## config.mk

```make
export PLATFORM = sky130hd
export DESIGN_NAME = scoreboard_hazard_unit
export DESIGN_NICKNAME = d
export VERILOG_FILES = /design/src/rtl/scoreboard_hazard_unit.sv
export SDC_FILE = /design/constraint.sdc
export NUM_CORES = 1
export LEC_CHECK = 0
export BUFFER_PORTS_ARGS = -buffer_cell sky130_fd_sc_hd__buf_2
export CAP_MARGIN = 10
export CORE_ASPECT_RATIO = 0.7
export CORE_MARGIN = 2
export CORE_UTILIZATION = 40
export DETAILED_ROUTE_END_ITERATION = 8
export PLACE_DENSITY_LB_ADDON = 0.3
export SLEW_MARGIN = 15
export SYNTH_ARGS = -nofsm -noshare
export SYNTH_HDL_FRONTEND = slang
export SYNTH_SLANG_ARGS = --single-unit
```

## constraint.sdc

```tcl
create_clock -name clk -period 3 [get_ports clk]
set_input_delay 0.15 -clock clk [delete_from_list [all_inputs] [get_ports clk]]
set_output_delay 0.15 -clock clk [all_outputs]
set_load 0.05 [all_outputs]
```

## src/rtl/scoreboard_hazard_unit.sv

```systemverilog
// Scoreboard hazard unit: per-register countdown counters gate ID issue; control outputs are combinational, state updates on the clock.
// Backpressure: stalls IF/ID on operand hazards, freezes everything on mem_busy, flushes IF/ID and ID/EX on redirect.
module scoreboard_hazard_unit #(
    parameter int NUM_REGS   = 32,
    parameter int ALU_LAT    = 0,
    parameter int LOAD_LAT   = 1,
    parameter int MULDIV_LAT = 4,
    parameter int WB_DIST    = 2,
    parameter int ECALL_REG  = 17,
    parameter int PERF_W     = 32,
    localparam int IDX_W     = $clog2(NUM_REGS)
) (
    input  logic              clk,
    input  logic              reset,
    input  logic              id_valid,
    input  logic [IDX_W-1:0]  id_rs1,
    input  logic [IDX_W-1:0]  id_rs2,
    input  logic              id_use_rs1,
    input  logic              id_use_rs2,
    input  logic [IDX_W-1:0]  id_rd,
    input  logic              id_reg_write,
    input  logic              id_mem_read,
    input  logic              id_mul_div,
    input  logic              id_is_ecall,
    input  logic              redirect,
    input  logic              mem_busy,
    output logic              pc_write,
    output logic              if_id_write,
    output logic              bubble,
    output logic              if_flush,
    output logic              id_flush,
    output logic [PERF_W-1:0] stall_cycles,
    output logic [PERF_W-1:0] flush_events
);

    localparam int MAX_AL  = (ALU_LAT > LOAD_LAT) ? ALU_LAT : LOAD_LAT;
    localparam int MAX_MW  = (MULDIV_LAT > WB_DIST) ? MULDIV_LAT : WB_DIST;
    localparam int MAX_LAT = (MAX_AL > MAX_MW) ? MAX_AL : MAX_MW;
    localparam int CNT_W   = (MAX_LAT < 1) ? 1 : $clog2(MAX_LAT + 1);

    logic [CNT_W-1:0]  fwd_cnt_q [NUM_REGS];
    logic [CNT_W-1:0]  fwd_cnt_d [NUM_REGS];
    logic [CNT_W-1:0]  wb_cnt_q  [NUM_REGS];
    logic [CNT_W-1:0]  wb_cnt_d  [NUM_REGS];
    logic [PERF_W-1:0] stall_cycles_q, stall_cycles_d;
    logic [PERF_W-1:0] flush_events_q, flush_events_d;
    logic              hazard;
    logic              issue;
    logic              stall_inc;
    logic              flush_inc;
    logic [CNT_W-1:0]  issue_lat;

    always_comb begin
        hazard = 1'b0;
        if (id_valid) begin
            if (id_use_rs1 && (id_rs1 != '0) && (fwd_cnt_q[id_rs1] != '0)) hazard = 1'b1;
            if (id_use_rs2 && (id_rs2 != '0) && (fwd_cnt_q[id_rs2] != '0)) hazard = 1'b1;
            if (id_is_ecall && (wb_cnt_q[ECALL_REG] != '0))                 hazard = 1'b1;
        end
    end

    always_comb begin
        pc_write    = 1'b1;
        if_id_write = 1'b1;
        bubble      = 1'b0;
        if_flush    = 1'b0;
        id_flush    = 1'b0;
        stall_inc   = 1'b0;
        flush_inc   = 1'b0;
        issue       = 1'b0;
        if (reset) begin
            pc_write    = 1'b0;
            if_id_write = 1'b0;
            bubble      = 1'b1;
        end else if (mem_busy) begin
            // EX keeps presenting any redirect, so it is picked up after the freeze.
            pc_write    = 1'b0;
            if_id_write = 1'b0;
        end else if (redirect) begin
            if_flush  = 1'b1;
            id_flush  = 1'b1;
            flush_inc = 1'b1;
        end else if (hazard) begin
            pc_write    = 1'b0;
            if_id_write = 1'b0;
            bubble      = 1'b1;
            stall_inc   = 1'b1;
        end else begin
            issue = id_valid && id_reg_write && (id_rd != '0);
        end
    end

    always_comb begin
        if (id_mul_div)       issue_lat = CNT_W'(MULDIV_LAT);
        else if (id_mem_read) issue_lat = CNT_W'(LOAD_LAT);
        else                  issue_lat = CNT_W'(ALU_LAT);
    end

    // x0 keeps zeroed counters; the issuing register reloads instead of decrementing.
    always_comb begin
        fwd_cnt_d[0] = '0;
        wb_cnt_d[0]  = '0;
        for (int i = 1; i < NUM_REGS; i++) begin
            fwd_cnt_d[i] = fwd_cnt_q[i];
            wb_cnt_d[i]  = wb_cnt_q[i];
            if (!mem_busy) begin
                if (issue && (id_rd == IDX_W'(i))) begin
                    fwd_cnt_d[i] = issue_lat;
                    wb_cnt_d[i]  = CNT_W'(WB_DIST);
                end else begin
                    if (fwd_cnt_q[i] != '0) fwd_cnt_d[i] = fwd_cnt_q[i] - CNT_W'(1);
                    if (wb_cnt_q[i] != '0)  wb_cnt_d[i]  = wb_cnt_q[i] - CNT_W'(1);
                end
            end
        end
    end

    always_comb begin
        stall_cycles_d = stall_cycles_q;
        flush_events_d = flush_events_q;
        if (stall_inc && (stall_cycles_q != '1)) stall_cycles_d = stall_cycles_q + PERF_W'(1);
        if (flush_inc && (flush_events_q != '1)) flush_events_d = flush_events_q + PERF_W'(1);
    end

    always_ff @(posedge clk) begin
        if (reset) begin
            for (int i = 0; i < NUM_REGS; i++) begin
                fwd_cnt_q[i] <= '0;
                wb_cnt_q[i]  <= '0;
            end
            stall_cycles_q <= '0;
            flush_events_q <= '0;
        end else begin
            for (int i = 0; i < NUM_REGS; i++) begin
                fwd_cnt_q[i] <= fwd_cnt_d[i];
                wb_cnt_q[i]  <= wb_cnt_d[i];
            end
            stall_cycles_q <= stall_cycles_d;
            flush_events_q <= flush_events_d;
        end
    end

    assign stall_cycles = stall_cycles_q;
    assign flush_events = flush_events_q;

endmodule

```

==> results of run 1 <==
[final cells by class]
type,count,area [sq um]
fill,2571,13400
multi-input combinational,1082,7190
sequential,160,3220
timing repair buffer,239,1700
clock buffer,22,484
tap,364,455
inverter,92,345
clock inverter,8,104
antenna,2,5.00
[cell usage after synthesis (12+ instances only)]
cell type / instances
dfxtp_1: 160
nor4_1: 21
nand4_1: 48
nor2_1: 100
a21oi_1: 96
nand3_1: 70
nor2b_1: 62
clkbuf_1: 58
o21ai_0: 56
or3_1: 27
inv_1: 92
and3_1: 28
a31oi_1: 39
nor3_1: 81
xor2_1: 17
nand2b_1: 12
ha_1: 66
o2bb2a_1: 12
xnor2_1: 19
nand2_1: 115
nor4b_1: 30
mux2i_1: 14
o211ai_1: 12
[state kept, by name (all words and copies together), names as in the netlist]
signal,flops
flush_events,32
fwd_cnt_q,93
stall_cycles,32
wb_cnt_q,3
[kinds of logic (layout without fill, tap and decap cells)]
kind of cell / after synthesis / count (layout) / share of synthesized area [%]
flops: 160 / 160 / 29.0
mux: 30 / 30 / 3.96
fa+ha+maj: 66 / 66 / 7.48
other cells: 0 / 2 / 0
buf+inv: 173 / 361 / 6.73
compound gates: 312 / 312 / 18.9
simple gates: 638 / 638 / 31.1
xor+xnor: 36 / 36 / 2.86
[where the power goes]
group / leakage (nW) / switching [mW] / internal, mW
combinational: 3.59 / 2.49 / 2.21
clock: 0.289 / 0.952 / 1.31
sequential: 1.30 / 0.455 / 2.59
[what timing repair did]
| action | in CTS | in global routing |
|---|---|---|
| setup buffers | 4 | 5 |
| resized for setup | 19 | 25 |
| endpoints found under the setup margin | 3 | 72 |
| pin swaps | 6 | 11 |
[routing by layer]
layer  GRT usage (%)  routed length [um]  vias to the layer above
met5               0                   0                        -
met4            7.91                 750                        0
met3            6.23                2950                       66
met2            36.0               15200                      442
met1            36.0               17300                     5368
li1                -                   -                     5542
[layout by cell type (no fill, tap or decap), drive strengths merged, types with 5 or more instances in the layout]
master	count
a2111oi	5
a211oi	7
a21oi	98
a31o	7
a31oi	39
a32oi	11
and2	10
and3	28
and4	6
buf	238
clkbuf	23
dfxtp	160
ha	66
inv	94
mux2	7
mux2i	14
mux4	9
nand2	116
nand2b	12
nand3	70
nand4	48
nor2	101
nor2b	62
nor3	81
nor4	23
nor4b	31
o211ai	12
o21ai	56
o2bb2a	13
o31ai	10
or2	5
or3	27
or4	13
xnor2	19
xor2	17
[worst max-delay path: stages (launching register included)]
cell and delay [ps]:
dfxtp_2 350, mux4_2 470, mux2i_1 190, nand4_1 150, a311oi_2 320, buf_4 190, nor4_4 50, buf_4 150
nor4_4 310, buf_12 210, a31oi_1 100, o311ai_1 300
[per-stage QoR]
step                      utilization [%]  hold WS (ps)  power, mW
after floorplan                         -           392       6.00
after global placement               47.2           452       7.32
after detailed placement             47.2           455       7.49
after CTS                            49.8           119       9.85
after global routing                 50.2           172       10.7
final                                50.2           136       10.0
[how the worst max path moves through the flow]
| stage | cells after the start | end | start | slack, ps |
|---|---|---|---|---|
| 2_1_floorplan | 12 | pc_write | wb_cnt_q[0][51] | -50 |
| 3_3_place_gp | 12 | fwd_cnt_q[1][2] | id_rs1[1] | -100 |
| 3_5_place_dp | 11 | fwd_cnt_q[29][0] | id_rs1[1] | -300 |
| 4_1_cts | 10 | bubble | fwd_cnt_q[4][1] | 10 |
| 5_1_grt | 12 | pc_write | fwd_cnt_q[4][0] | -20 |
| 6_report | 11 | fwd_cnt_q[14][0] | fwd_cnt_q[30][2] | 80 |
==> summary.txt, run 1 <==
Status
  • Status: completed

Floorplanning
  • Die width: 203 um
  • Initial Util: approximately two fifths
  • Num ports: 95
  • Rows: 50
  • Die area: 29,000 sq um
  • Die span in y: approximately 140 um
  • Core area: around 27,000 sq um

Place
  • Place WS: -298 ps
  • Placer congestion estimate: around 0.93
  • Buffers added on ports: between 90 and 100
  • Placed cell count: ~1,900
  • Area after DPL: 12,700 sq um
  • HPWL Detailed: 26,300 um

Detailed routing
  • Final antenna-violating net count: 0
  • Detailed-route via count: ~11,000
  • Avg WL per Cell: around 18 um
  • Remaining DRCs: 0
  • Initial DRC Count: roughly 1,200
  • Pre-antenna DRT Iters: 6
  • Final WL: 36,200 um
  • Via-per-instance ratio: around 5.8

Min path
  • Hold depth: 3
  • Hold crit path type: input pin to register
  • Hold path startpoint: id_rd[4]
  • Hold Path Sink: fwd_cnt_q[23][0]

Timing
  • Fmax: between 300 and 400 MHz
  • Hold Vio Cnt, Final: 0
  • Post-Route Setup TNS: 0 ps
  • Part of the cycle the worst path needs: between 90 and 100%
  • Slew margin rel.: between 40% and 50%
  • Worst slew pin tran: 752 ps
  • Final-report max-slew violation count: 0
  • Setup ws final: around 83 ps
  • Setup Viol. Count Final: 0
  • Fin crit period: ~2900 ps
  • Final clock skew: ~16 ps

Synthesis
  • Sequential fraction of the synthesis area: between 20 and 30%
  • Post-synth EDFFs: 0
  • Synth cell types: 81
  • Area of the mapped netlist: about 11,000 sq um
  • Top FF cell, synth: dfxtp_1
  • Cell count after synthesis: between 1,000 and 1,500
  • Async SR Flop Fraction: 0%
  • Cell taking the most area after synthesis: dfxtp_1
  • Largest cells by area after synthesis: dfxtp_1 29%, ha_1 7.5%, a21oi_1 4.4%
  • Synth warn: 0
  • Syn avg cell area: ~8 sq um
  • Synth top area share: between 20% and 30%
  • Post-Syn Nets: between 1,500 and 2,000
  • Flops & latches, synth: 160

Setup path
  • Worst reg2reg setup slack: around 83 ps
  • Reg2reg start: fwd_cnt_q[30][2]
  • Worst EP arrival: about 3300 ps
  • Crit path capture type: register
  • Crit Path Max Fanout: 19
  • Worst R2R Path Depth: 11
  • R2R Path End: fwd_cnt_q[14][0]
  • CP Launch Type: register
  • Critical path type: register to register
  • Required time of the critical path: 3330 ps

Layout
  • Syn-to-layout area delta: 22.4%
  • Finished Layout Cells: between 1,500 and 2,000
  • Fin area: approximately 14,000 sq um
  • Share of layout cells above drive strength 1: between 20% and 30%
  • Final #Nets: 1,684

Global route
  • Antenna violations before repair: 2
  • Tot GR Track Use: about 25%
  • Largest net degree at the start of global routing: roughly 170
  • First-pass GRT wire length: 57,000 um
  • Grt ovf: 0
  • Number of global-route vias before repair: about 10,000

Clock network
  • Root Driver: clkbuf_16
  • Max Root-Sink Buffers: 2
  • H-tree Lvls: 4
  • TritonCTS sink count: 160
  • Post-CTS Hold Buffers: 0
  • Clock slew at reported path FFs: around 70 ps
  • CTS tree: built
  • Num CTS Buffers: 17
  • Clock latency on the worst-skew pair: approximately 450 ps

Pwr
  • P per Cell Area: around 740 nW/um^2
  • LEAKAGE: between 5 and 6 nW
  • Max IR drop VDD: 510 uV

Run
  • Max Cap Viol: 0
Power figures use the tool's default switching activity.
==> inputs of run 2 (changes only) <==
--- a/config.mk
+++ b/config.mk
@@ -5,6 +5,7 @@
 export SDC_FILE = /design/constraint.sdc
 export NUM_CORES = 1
 export LEC_CHECK = 0
+export ABC_AREA = 1
 export BUFFER_PORTS_ARGS = -buffer_cell sky130_fd_sc_hd__buf_2
 export CAP_MARGIN = 10
 export CORE_ASPECT_RATIO = 0.7
==> constraint.sdc (replaced) <==
create_clock -name clk -period 3.5 [get_ports clk]
set_input_delay 0.175 -clock clk [delete_from_list [all_inputs] [get_ports clk]]
set_output_delay 0.175 -clock clk [all_outputs]
set_load 0.05 [all_outputs]
==> run 2 against run 1 <==
Net effect: critical path depth increased by 3; register-to-register slack improved by 540 ps; via count increased by 5.8%; critical endpoint is now if_id_write; highest routed layer unchanged.
==> summary.txt, run 2 <==
Status
  • Status: completed (unchanged)

Setup path
  • Worst path slowest cell: nor2_1 (was mux4_2)
  • Crit Path Max Fanout: 23 (was 19)
  • Crit path capture type: primary output (was register)
  • Top delay family on crit path: simple AND/OR/NAND/NOR gates (was compound AO/OA/AOI/OAI gates)
  • CP bufs+invs: 1 (was 3)
  • CP peak stage delay: 380 ps (was 470 ps)
  • Cell Chain, Critical Path: nor2_1 -> nand2_1 -> nand3_1 -> nor2_1 -> nor2_1 -> nand2_1 -> nand2_1 -> nand2_1 -> nand3_1 -> nand3_2 -> nand2_4 -> nor2_1 -> nor3_1 -> buf_2 (was mux4_2 -> mux2i_1 -> nand4_1 -> a311oi_2 -> buf_4 -> nor4_4 -> buf_4 -> nor4_4 -> buf_12 -> a31oi_1 -> o311ai_1)
  • Worst EP arrival: 2870 ps (was 3250 ps)
  • Required time of the critical path: 3320 ps (was 3330 ps)
  • CP Launch Type: register (unchanged)
  • Critical path type: register to primary output (was register to register)

Clock network
  • Max Root-Sink Buffers: 2 (unchanged)
  • H-tree Lvls: 4 (unchanged)
  • Post_cts resized: 0 (was 19)
  • Root Driver: clkbuf_16 (unchanged)
  • TritonCTS sink count: 160 (unchanged)
  • CTS tree: built (unchanged)
  • Clock latency on the worst-skew pair: 460 ps (was 450 ps)
  • Post-CTS Setup Inserts: 0 (was 4)
  • Post-CTS Hold Buffers: 0 (unchanged)
  • Num CTS Buffers: 17 (unchanged)
  • Clock slew at reported path FFs: 70 ps (about the same)

Synthesis
  • Sequential fraction of the synthesis area: 26.7% (was 29.0%)
  • Synth top area share: 26.7% (was 29.0%)
  • Cell count after synthesis: 1,908 (was 1,415)
  • Most common library cells after synthesis: 561 x nand2_1, 278 x nor2_1, 238 x inv_1, 160 x dfxtp_1 (was 160 x dfxtp_1, 115 x nand2_1, 100 x nor2_1, 96 x a21oi_1, 92 x inv_1)
  • Syn avg cell area: 6.30 sq um (was 7.80 sq um)
  • Post-Syn Nets: 2,000 (was 1,507)
  • Most frequent cell after synthesis: nand2_1 (was dfxtp_1)
  • Flops & latches, synth: 160 (unchanged)
  • Async SR Flop Fraction: 0% (unchanged)
  • Top FF cell, synth: dfxtp_1 (unchanged)
  • Synth warn: 0 (unchanged)
  • Area of the mapped netlist: 12,000 sq um (was 11,000 sq um)
  • Cell taking the most area after synthesis: dfxtp_1 (unchanged)
  • Synth cell types: 39 (was 81)
  • Post-synth EDFFs: 0 (unchanged)
  • Largest cells by area after synthesis: dfxtp_1 27%, nand2_1 18%, nor2_1 8.7% (was dfxtp_1 29%, ha_1 7.5%, a21oi_1 4.4%)

Timing
  • Post-Route Setup TNS: 0 ps (unchanged)
  • Fmax: between 300 and 400 MHz
  • Fin crit period: 3050 ps
  • Hold Vio Cnt, Final: 0 (unchanged)
  • Slew margin rel.: 43.4% (was 49.4%)
  • WHS: 72.2 ps (was 136 ps)
  • Worst slew pin tran: 849 ps (was 752 ps)
  • Setup Viol. Count Final: 0 (unchanged)
  • Final-report max-slew violation count: 0 (unchanged)
  • Unrepaired setup endpoints after global routing: no
  • Final clock skew: 15.4 ps (was 16.0 ps)
  • Part of the cycle the worst path needs: between 80% and 90%

Min path
  • Hold crit path type: input pin to register (unchanged)

Layout
  • Fillers: 3,024 (was 2,571)
  • Most common cell after layout, fill and taps aside: nand2_1 (was dfxtp_1)
  • Finished Layout Cells: 2,374 (was 1,969)
  • Most frequent cells in the layout: 561 x nand2_1, 277 x nor2_1, 237 x inv_1 (was 150 x dfxtp_1, 137 x buf_4, 113 x nand2_1)
  • Largest reg by FF count: fwd_cnt_q (unchanged)
  • Reg area: 3200 sq um (was 3220 sq um)
  • Final #Nets: 2,066 (was 1,684)
  • Syn-to-layout area delta: 11.3% (was 22.4%)
  • Multi-input gate area: 7510 sq um (was 7190 sq um)
  • Max reg flops: 93 (unchanged)
  • Share of layout cells above drive strength 1: 11.2% (was 20.8%)

Detailed routing
  • Detailed-route via count: 12,100 (was 11,400)
  • Remaining DRCs: 0 (unchanged)
  • Final antenna-violating net count: 0 (unchanged)
  • Avg WL per Cell: 14.8 um (was 18.4 um)
  • Final WL: 35,000 um (was 36,200 um)
  • Pre-antenna DRT Iters: 5 (was 6)
  • Via-per-instance ratio: 5.09 (was 5.80)
  • Initial DRC Count: 1,068 (was 1,223)

Floorplanning
  • Rows: 53 (was 50)
  • Die area: 31,500 sq um (was 29,000 sq um)
  • Die width: 211 um (was 203 um)
  • Initial Util: 40.4% (was 41.0%)
  • Num ports: 95 (unchanged)
  • Die span in y: 149 um (was 143 um)
  • Core area: 29,800 sq um (was 26,900 sq um)

Global route
  • Met3 global-route usage: 5.56% (was 6.23%)
  • Tot GR Track Use: 22.7% (was 24.9%)
  • Number of global-route vias before repair: 11,000 (was 10,400)
  • Top Usage Layer GRT: met2 (unchanged)
  • Met1 Track Usage GR: 32.8% (was 36.0%)
  • Grt ovf: 0 (unchanged)
  • First-pass GRT wire length: 56,800 um (was 57,000 um)
  • Antenna violations before repair: 3 (was 2)
  • GR Util met2: 33.5% (was 36.0%)
  • Largest net degree at the start of global routing: 67 (was 165)

Pwr
  • Switch share: 43.5% (was 38.9%)
  • Clock power share: 23.9% (was 22.6%)
  • LEAKAGE: 6.14 nW (was 5.18 nW)
  • Max IR drop VDD: 307 uV (was 510 uV)
  • Pint: 4.75 mW (was 6.12 mW)
  • P per Cell Area: 628 nW/um^2 (was 741 nW/um^2)
  • Combinational power share: 45.9% (was 47.0%)
  • Sequential Power Share: 30.2% (was 30.4%)
  • P_sw: 3.66 mW (was 3.89 mW)

Place
  • HPWL Detailed: 25,400 um (was 26,300 um)
  • Placed cell count: 2,340 (was 1,928)
  • Buffers added on ports: 94 (unchanged)
  • Placer congestion estimate: 0.912 (was 0.929)

Run
  • Max Cap Viol: 0 (unchanged)
-- run 2: worst paths after layout --
check,from,endpoint,slack (ps),cells past startpoint
max,fwd_cnt_q[21][0],if_id_write,450,14
min,reset,flush_events[20],70,2
max reg2reg,flush_events[0],flush_events[16],620,15
min reg2reg,fwd_cnt_q[10][0],fwd_cnt_q[10][0],470,2
-- run 2: cell type report --
class	instances	area share (%)
Multi-Input combinational cell	1438	56.1
Sequential cell	160	24.0
Inverter	244	6.86
Timing Repair Buffer	113	4.77
Tap cell	385	3.60
Clock buffer	19	3.39
Clock inverter	13	1.26
Antenna cell	2	0.0374
-- run 2: metal layers --
metal,part of all wire (%),up-vias
li1,-,6192
met1,49,5459
met2,41,396
met3,7.7,37
met4,1.5,0
met5,0,-
-- run 2: power groups by stage --
stage	registers (mW)	clock network, mW	logic, mW
after CTS	2.52	2.06	3.83
after detailed placement	2.56	0	3.80
final	2.53	2.01	3.86
after global routing	2.58	2.13	4.50
after global placement	2.56	0	3.71
after floorplan	2.48	0	3.13
-- run 2: logic make-up (layout without fill, tap and decap cells) --
family                     Yosys count  in the layout  synth area share (%)
AOI/OAI and AO/OA                  202            202                  9.66
xor gates and xnor gates            56             56                  4.08
adders and majority gates           66             66                  6.87
buffers and inverters              310            389                  10.9
DFF                                160            160                  26.7
other                                0              2                     0
and+or+nand+nor                   1114           1114                  41.8
-- run 2: through the flow --
| stage | power [mW] | utilization (%) | instance area, sq um | setup slack [ps] |
|---|---|---|---|---|
| 3_5_place_dp | 6.36 | 42.8 | 12700 | 577 |
| 5_1_grt | 9.21 | 44.9 | 13400 | 281 |
| 4_1_cts | 8.41 | 44.9 | 13400 | 498 |
| 3_3_place_gp | 6.27 | 42.8 | 12700 | 619 |
| 2_1_floorplan | 5.61 | - | 12000 | 302 |
| 6_report | 8.40 | 44.9 | 13400 | 455 |
